`src/rtl/sevseg_scan_mux.sv`:
```
// Multiplexed common-anode seven-segment driver with PWM dimming and frame-synchronous double buffering.
// Optional leading-zero suppression is enabled by defining SEVSEG_LZ_SUPPRESS_EN.
module sevseg_scan_mux #(
    parameter int DIGITS      = 4,
    parameter int REFRESH_DIV = 100000,
    parameter int BRIGHT_W    = 4
) (
    input  logic                  clk,
    input  logic                  rst,
    input  logic [4*DIGITS-1:0]   value,
    input  logic [DIGITS-1:0]     dp_in,
    input  logic [DIGITS-1:0]     digit_en,
    input  logic                  load,
    input  logic [BRIGHT_W-1:0]   brightness,
    output logic [DIGITS-1:0]     an,
    output logic [7:0]            seg,
    output logic                  frame_tick
);

    localparam int SLOT_W = $clog2(REFRESH_DIV);
    localparam int IDX_W  = (DIGITS > 1) ? $clog2(DIGITS) : 1;
    localparam logic [SLOT_W-1:0] SLOT_LAST = SLOT_W'(REFRESH_DIV - 1);
    localparam logic [IDX_W-1:0]  IDX_LAST  = IDX_W'(DIGITS - 1);

    logic [SLOT_W-1:0]   slot_cnt_r;
    logic [IDX_W-1:0]    digit_idx_r;
    logic [BRIGHT_W-1:0] pwm_cnt_r;
    logic [4*DIGITS-1:0] shadow_value_r, active_value_r;
    logic [DIGITS-1:0]   shadow_dp_r, active_dp_r;
    logic [DIGITS-1:0]   shadow_en_r, active_en_r;
    logic                pending_r;
    logic [DIGITS-1:0]   an_r;
    logic [7:0]          seg_r;
    logic                frame_tick_r;

    logic                boundary_s;
    logic [DIGITS-1:0]   lz_mask_s;
    logic [DIGITS-1:0]   an_on_s;
    logic [3:0]          nib_s;
    logic                dp_s;
    logic                en_s;
    logic                lz_s;
    logic                bright_ok_s;
    logic                digit_on_s;

    function automatic logic [6:0] hex7(input logic [3:0] nib);
        logic [6:0] pat;
        case (nib)
            4'h0:    pat = 7'h40;
            4'h1:    pat = 7'h79;
            4'h2:    pat = 7'h24;
            4'h3:    pat = 7'h30;
            4'h4:    pat = 7'h19;
            4'h5:    pat = 7'h12;
            4'h6:    pat = 7'h02;
            4'h7:    pat = 7'h78;
            4'h8:    pat = 7'h00;
            4'h9:    pat = 7'h10;
            4'hA:    pat = 7'h08;
            4'hB:    pat = 7'h03;
            4'hC:    pat = 7'h46;
            4'hD:    pat = 7'h21;
            4'hE:    pat = 7'h06;
            4'hF:    pat = 7'h0E;
            default: pat = 7'h7F;
        endcase
        return pat;
    endfunction

    assign boundary_s = (slot_cnt_r == SLOT_LAST) && (digit_idx_r == IDX_LAST);

    // Slot, digit and PWM counters
    always_ff @(posedge clk or posedge rst) begin
        if (rst) begin
            slot_cnt_r  <= '0;
            digit_idx_r <= '0;
            pwm_cnt_r   <= '0;
        end else begin
            pwm_cnt_r <= pwm_cnt_r + BRIGHT_W'(1);
            if (slot_cnt_r == SLOT_LAST) begin
                slot_cnt_r <= '0;
                if (digit_idx_r == IDX_LAST) begin
                    digit_idx_r <= '0;
                end else begin
                    digit_idx_r <= digit_idx_r + IDX_W'(1);
                end
            end else begin
                slot_cnt_r <= slot_cnt_r + SLOT_W'(1);
            end
        end
    end

    // Shadow capture and frame-boundary transfer; a load coinciding with the boundary keeps pending set
    always_ff @(posedge clk or posedge rst) begin
        if (rst) begin
            shadow_value_r <= '0;
            shadow_dp_r    <= '0;
            shadow_en_r    <= '0;
            active_value_r <= '0;
            active_dp_r    <= '0;
            active_en_r    <= '0;
            pending_r      <= 1'b0;
        end else begin
            if (boundary_s && pending_r) begin
                active_value_r <= shadow_value_r;
                active_dp_r    <= shadow_dp_r;
                active_en_r    <= shadow_en_r;
            end
            if (load) begin
                shadow_value_r <= value;
                shadow_dp_r    <= dp_in;
                shadow_en_r    <= digit_en;
                pending_r      <= 1'b1;
            end else if (boundary_s) begin
                pending_r <= 1'b0;
            end
        end
    end

`ifdef SEVSEG_LZ_SUPPRESS_EN
    logic seen_nz_s;

    // Blank zero digits above the most significant nonzero nibble; digit 0 always shows
    always_comb begin
        lz_mask_s = '0;
        seen_nz_s = 1'b0;
        for (int i = DIGITS - 1; i >= 1; i--) begin
            seen_nz_s    = seen_nz_s | (active_value_r[i*4 +: 4] != 4'h0);
            lz_mask_s[i] = ~seen_nz_s;
        end
    end
`else
    assign lz_mask_s = '0;
`endif

    // Select the data for the digit currently being scanned
    always_comb begin
        nib_s   = 4'h0;
        dp_s    = 1'b0;
        en_s    = 1'b0;
        lz_s    = 1'b0;
        an_on_s = '1;
        for (int i = 0; i < DIGITS; i++) begin
            if (digit_idx_r == IDX_W'(i)) begin
                nib_s      = active_value_r[i*4 +: 4];
                dp_s       = active_dp_r[i];
                en_s       = active_en_r[i];
                lz_s       = lz_mask_s[i];
                an_on_s[i] = 1'b0;
            end else begin
                an_on_s[i] = 1'b1;
            end
        end
    end

    // Slot cycle 0 is kept dark so the anode switch never overlaps segment changes
    assign bright_ok_s = (brightness == '1) || (pwm_cnt_r < brightness);
    assign digit_on_s  = en_s && (slot_cnt_r != '0) && bright_ok_s && !lz_s;

    // Registered pin drive and frame strobe
    always_ff @(posedge clk or posedge rst) begin
        if (rst) begin
            an_r         <= '1;
            seg_r        <= 8'hFF;
            frame_tick_r <= 1'b0;
        end else begin
            frame_tick_r <= boundary_s;
            if (digit_on_s) begin
                an_r  <= an_on_s;
                seg_r <= {~dp_s, hex7(nib_s)};
            end else begin
                an_r  <= '1;
                seg_r <= 8'hFF;
            end
        end
    end

    assign an         = an_r;
    assign seg        = seg_r;
    assign frame_tick = frame_tick_r;

endmodule

```
`config.mk`:
```
export PLATFORM = sky130hd
export DESIGN_NAME = sevseg_scan_mux
export DESIGN_NICKNAME = d
export VERILOG_FILES = /design/src/rtl/sevseg_scan_mux.sv
export SDC_FILE = /design/constraint.sdc
export NUM_CORES = 1
export LEC_CHECK = 0
export CORE_MARGIN = 2
export CORE_UTILIZATION = 52
export CTS_BUF_LIST = sky130_fd_sc_hd__clkbuf_4 sky130_fd_sc_hd__clkbuf_8 sky130_fd_sc_hd__clkbuf_16
export DETAILED_ROUTE_END_ITERATION = 8
export HOLD_SLACK_MARGIN = 0.05
export PLACE_DENSITY_LB_ADDON = 0.1
export SLEW_MARGIN = 20
export SYNTH_ARGS = -nofsm -noshare
export SYNTH_HDL_FRONTEND = slang
export SYNTH_SLANG_ARGS = --single-unit
export TNS_END_PERCENT = 5
```
`constraint.sdc`:
```
create_clock -name clk -period 8.03 [get_ports clk]
set_input_delay 1.2045 -clock clk [delete_from_list [all_inputs] [get_ports clk]]
set_output_delay 1.2045 -clock clk [all_outputs]
set_load 0.1 [all_outputs]
```
==> qor.yml, run 1 <==
clocking:
  clk_latency_ns: 0.36
  postCtsResizedCells: 0
  cts.sinks: 85
  cts_max_path_buffers: 2
  cts_max_level: 3
  cts_buffers: 9
  post_cts_buffers: 0
  cts.clk_slew.worst_paths_ns: 0.08
  cts_root_buf: "clkbuf_8"
  cts_tree: "yes"
  ctsHoldBuffers: 0
placement:
  dp_hpwl_mm: 4.99
  dpl.cell_count: 446
  io_buffers: 43
  gp_congestion: 0.824
setup_path:
  end_kind: "output port"
  arrival_ns: 2.05
  crit_type: "flop to output port"
  worstPathCellList: "clkdlybuf4s50_1"
  slowest_delay_ns: 1.15
  worstPathRequired_ns: 6.83
  crit_buf_inv: 1
  critPathMaxFanout: 1
  startpoint_type: "flop"
  crit_path_top_delay_cell: "clkdlybuf4s50_1"
  crit_family: "buffers and inverters"
power_and_ir_drop:
  power_frac_clock_pct: 41.0
  power_per_cell_area_nw_per_um2: 176
  total_power_uw: 825
  p_comb_share_pct: 4.9
  peakVddDrop_uv: 120
  p_int_uw: 652
  seq_power_share_pct: 54.1
  sw_frac_of_total_pct: 20.9
  switching_power_uw: 173
  power_leakage_uw: 0.00218
cells_and_area:
  regArea_um2: 2140
  antenna_cells: 0
  fillerInstances: 599
  drive_above_1_share_pct: 24.5
  fin_cells: 462
  syn2layout_area_growth_pct: 18.6
  fin_nets: 406
  multi_input_area_um2: 1670
yosys:
  ys_warn_count: 0
  ys_types: 47
  synthesis.nets: 361
  yosys_register_bits: 85
  ys_seq_area_share_pct: 54.2
  ys.flop_type: "dfrtp_1"
  synth_edf_count: 0
  syn_area_um2: 3950
  netlist_instances: 313
  syn-mean-instance-area_um2: 12.6
  async_flop_share_pct: 100
global_routing:
  antenna_found_initial: 0
  grt_pass1_wl_mm: 12.4
  grt_max_degree: 86
  grt_pass1_vias: 2557
  grt_overflow_total: 0
  gr-usage-all-layers_pct: 18.9
run_status:
  status: "finished, final reports clean"
timing:
  relSlewSlack_pct: 34.2
  rsz0062_at_grt: "false"
  fin_crit_sh_pct: 40.6
  fin_tns_setup_ns: 0
  fmax_ghz: 0.307
  maxSlewViolCount: 0
  worst-slew-pin-transition_ns: 0.984
  setup_violations: 0
  skew_ns: 0.0144
  finalHoldViolations: 0
  fin_crit_ns: 3.26
floorplanning:
  die_h_um: 91.2
  dieArea_um2: 8320
  start_util_pct: 54.2
  fp.dieW_um: 91.2
  core_um2: 7290
  rows: 31
  boundaryPins: 44
flow_run:
  drv_cap: 0
routing:
  drtAntennaViolNets: 0
  drt_pass1_iterations: 4
  wl_per_cell_um: 15.4
  viasPerCell: 5.34
  totalWireLength_mm: 7.11
  drt_iter0_markers: 78
  drc_errors: 0
  vias: 2466
worst_hold_path:
  hp-class: "flop to flop"
power groups by stage:
stage	clock (µW)	combinational (µW)	sequential [µW]
floorplan	0	22.6	452
global placement	0	40.7	455
detailed placement	0	42.0	455
CTS	346	42.0	447
global route	368	45.0	448
finish	338	40.5	447
stage by stage:
step                      utilization [%]  worst slack, ns  hold WS [ns]  instance area [µm²]
after floorplan                         -             4.65         0.422                 3950
after global placement               61.1             4.29         0.469                 4460
after detailed placement             61.1             4.19         0.466                 4460
after CTS                            64.3             4.57         0.477                 4690
after global routing                 64.3             4.75         0.518                 4690
final                                64.3             4.77         0.475                 4690
final timing paths:
kind                                       startpoint                        endpoint  slack, ns  cells after the start
setup / recovery                      an[1]$_DFF_PP1_                           an[1]       4.77                      1
hold / removal             active_en_r[3]$_DFFE_PP0P_                 an[3]$_DFF_PP1_       0.47                      1
setup reg to reg           digit_idx_r[1]$_DFFE_PP0N_                seg[3]$_DFF_PP1_       5.06                     11
hold reg to reg            active_en_r[3]$_DFFE_PP0P_                 an[3]$_DFF_PP1_       0.47                      1
max in group asynchronous                         rst  active_value_r[15]$_DFFE_PP0P_       6.16                      3
min in group asynchronous                         rst         slot_cnt_r[5]$_DFF_PP0_       1.37                      3
kinds of logic (layout without fill, tap and decap cells):
family	after synthesis	count (layout)	share of synthesized area [%]
xor+xnor	17	17	3.77
simple gates	73	73	9.43
compound gates	38	38	7.22
flops	85	85	54.2
mux	51	51	16.3
fa+ha+maj	17	17	5.38
buf+inv	32	82	3.70
cell type report:
cell class / count / area share (%)
Inverter: 21 / 1.71
Sequential cell: 85 / 45.7
Tap cell: 99 / 2.64
Clock buffer: 11 / 3.09
Clock inverter: 5 / 1.79
Timing Repair Buffer: 45 / 9.47
Multi-Input combinational cell: 196 / 35.6
flip-flops by register name (all words and copies together), names as in the netlist, 2 cells and up:
name            flops
slot_cnt_r         17
digit_idx_r         2
active_dp_r         4
pwm_cnt_r           4
seg                 8
active_en_r         4
shadow_en_r         4
shadow_dp_r         4
shadow_value_r     16
an                  4
active_value_r     16
cell usage after synthesis (3+ instances only):
master    instances  area share [%]
dfrtp_1          73              46
mux2_2           28             8.0
inv_1            21             2.0
mux2_4           20             7.6
nand2_1          19             1.8
ha_1             17             5.4
nor2_1           16             1.5
dfstp_2          12             8.0
xor2_1           10             2.2
nor3_1            9             1.1
nand3_1           8             1.0
xnor2_1           7             1.6
a21oi_1           6            0.76
nand4_1           6            0.95
o21ai_0           6            0.76
o221ai_1          5             1.1
a221oi_1          3            0.66
buf_6             3            0.85
clkbuf_1          3            0.28
mux2i_1           3            0.76
nor2b_1           3            0.47
o22ai_1           3            0.47
layer usage:
metal / GRT usage (%) / vias to the layer above / wire [µm]
met5: 0 / - / 0
met4: 6.82 / 0 / 103
met3: 4.81 / 8 / 305
met2: 29.5 / 56 / 3420
met1: 25.6 / 1219 / 3290
li1: - / 1183 / -
cell usage in the layout (no fill, tap or decap), types with 3 or more instances in the layout:
cell type,Yosys,routed
nor2_1,16,16
o22ai_1,3,3
mux2_4,20,20
ha_1,17,17
nor2b_1,3,3
dfrtp_1,73,73
clkbuf_8,0,10
nand2_1,19,19
o21ai_0,6,6
mux2i_1,3,3
xor2_1,10,10
a221oi_1,3,3
xnor2_1,7,7
o221ai_1,5,5
mux2_2,28,28
a21oi_1,6,6
nand3_1,8,8
nand4_1,6,6
clkdlybuf4s50_1,0,42
inv_1,21,20
nor3_1,9,8
dfstp_2,12,12
Power figures use the tool's default switching activity.
==> inputs of run 2 (changes only) <==
==> constraint.sdc (replaced) <==
create_clock -name clk -period 3.2 [get_ports clk]
set_input_delay 0.48 -clock clk [delete_from_list [all_inputs] [get_ports clk]]
set_output_delay 0.48 -clock clk [all_outputs]
set_load 0.1 [all_outputs]
==> run 2 against run 1 <==
Sequential power grew to 2.5 times the previous value. Count of clock-buffer cells in the layout stayed put. Die area stayed put. Global-route usage stayed put.
==> qor.yml, run 2 (synthesis results as in run 1) <==
run_status:
  status: "finished, final reports clean"
timing:
  setup_violations: 0
  holdWs_ns: 0.333
  relSlewSlack_pct: 35.9
  fin_crit_ns: 2.91
  fmax_ghz: 0.344
  rsz0062_at_grt: "false"
  worst-slew-pin-transition_ns: 0.958
  finalHoldViolations: 0
  maxSlewViolCount: 0
  fin_crit_sh_pct: 90.8
  fin_tns_setup_ns: 0
  skew_ns: 0.00968
placement:
  gp_congestion: 0.922
  dp_hpwl_mm: 4.95
  io_buffers: 43
cells_and_area:
  antenna_cells: 0
  fin_nets: 408
  reg_top3: "slot_cnt_r x17, active_value_r x16, shadow_value_r x16"
  syn2layout_area_growth_pct: 19.0
  largest_reg_flops: 17
  largest_register: "slot_cnt_r"
  fillerInstances: 606
  final_common_cell: "dfrtp_1"
  drive_above_1_share_pct: 27.7
  mostFrequentLayoutCells: "dfrtp_1 (73), clkdlybuf4s50_1 (31), mux2_2 (28)"
power_and_ir_drop:
  power_frac_clock_pct: 43.3
  power_leakage_uw: 0.00220
  seq_power_share_pct: 51.9
  switching_power_uw: 440
  peakVddDrop_uv: 362
  power_per_cell_area_nw_per_um2: 459
  p_comb_share_pct: 4.8
  p_int_uw: 1720
  sw_frac_of_total_pct: 20.4
clocking:
  cts.clk_slew.worst_paths_ns: 0.09
  cts_tree: "yes"
  postCtsResizedCells: 0
  cts_max_level: 3
  ctsHoldBuffers: 0
  post_cts_buffers: 0
  cts_max_path_buffers: 2
  cts_buffers: 9
  cts_root_buf: "clkbuf_8"
  cts.sinks: 85
  clk_latency_ns: 0.35
setup_path:
  crit_type: "flop to flop"
  critPathMaxFanout: 10
  arrival_ns: 3.19
  end_kind: "flop"
  worstPathRequired_ns: 3.49
  startpoint_type: "flop"
routing:
  wl_per_cell_um: 15.5
  drtAntennaViolNets: 0
  drc_errors: 0
  drt_pass1_iterations: 4
  viasPerCell: 5.34
  vias: 2479
  drt_iter0_markers: 77
  totalWireLength_mm: 7.20
floorplanning:
  die_h_um: 91.2
  rows: 31
  dieArea_um2: 8320
  start_util_pct: 54.2
  core_um2: 7290
  fp.dieW_um: 91.2
  boundaryPins: 44
flow_run:
  drv_cap: 0
global_routing:
  grt_pass1_wl_mm: 12.4
  grt_max_degree: 78
  grt_pass1_vias: 2534
  antenna_found_initial: 0
  grt_overflow_total: 0
  gr-usage-all-layers_pct: 18.9
worst_hold_path:
  hp-class: "input pin to async pin"
-- run 2: worst paths after layout --
check / start / to / slack (ns) / cells after the start
min reg2reg: pwm_cnt_r[0]$_DFF_PP0_ / pwm_cnt_r[0]$_DFF_PP0_ / 0.50 / 1
max: digit_idx_r[1]$_DFFE_PP0N_ / seg[3]$_DFF_PP1_ / 0.29 / 11
max reg2reg: digit_idx_r[1]$_DFFE_PP0N_ / seg[3]$_DFF_PP1_ / 0.29 / 11
min in group clk: pwm_cnt_r[0]$_DFF_PP0_ / pwm_cnt_r[0]$_DFF_PP0_ / 0.50 / 1
max in group asynchronous: rst / an[1]$_DFF_PP1_ / 2.20 / 3
min: rst / slot_cnt_r[14]$_DFF_PP0_ / 0.33 / 2
-- run 2: area by class of cell --
class / count / area (µm²) / area share, %
sequential: 85 / 2140 / 45.5
tap: 99 / 124 / 2.63
timing repair buffer: 47 / 443 / 9.41
inverter: 21 / 80.1 / 1.70
multi-input combinational: 196 / 1670 / 35.4
clock inverter: 5 / 106 / 2.26
clock buffer: 11 / 145 / 3.08
-- run 2: worst max-delay path, cell delays in order (launching register included) --
cell      delay (ns)
dfrtp_1         0.38
inv_1           0.08
ha_1            0.31
nor2b_1         0.45
a221oi_1        0.17
nor2_1          0.39
inv_1           0.17
ha_1            0.31
inv_1           0.05
nor3_1          0.21
o21ai_0         0.13
a21bo_2         0.20
-- run 2: power by group through the flow --
stage / Combinational [µW] / Sequential (µW) / Clock (µW)
floorplan: 56.7 / 1140 / 0
global placement: 105 / 1140 / 0
detailed placement: 107 / 1140 / 0
CTS: 108 / 1120 / 957
global route: 116 / 1130 / 1000
finish: 104 / 1120 / 936
-- run 2: layer usage --
metal | GRT usage, % | vias up | part of all wire (%) | wire, µm
met5 | 0 | - | 0 | 0
met4 | 7.95 | 0 | 1.6 | 113
met3 | 3.57 | 10 | 3.2 | 232
met2 | 27.7 | 52 | 46 | 3340
met1 | 27.6 | 1218 | 49 | 3520
li1 | - | 1199 | - | -
-- run 2: through the flow --
stage | util (%) | cells | worst slack [ns] | power (µW) | cell area [µm²]
after CTS | 64.5 | 464 | 0.367 | 2190 | 4710
after detailed placement | 61.1 | 448 | 0.390 | 1250 | 4450
final | 64.5 | 464 | 0.294 | 2160 | 4710
after global routing | 64.5 | 464 | 0.0401 | 2240 | 4710
after global placement | 61.1 | 448 | 0.617 | 1250 | 4450
after floorplan | - | 313 | 0.546 | 1190 | 3950
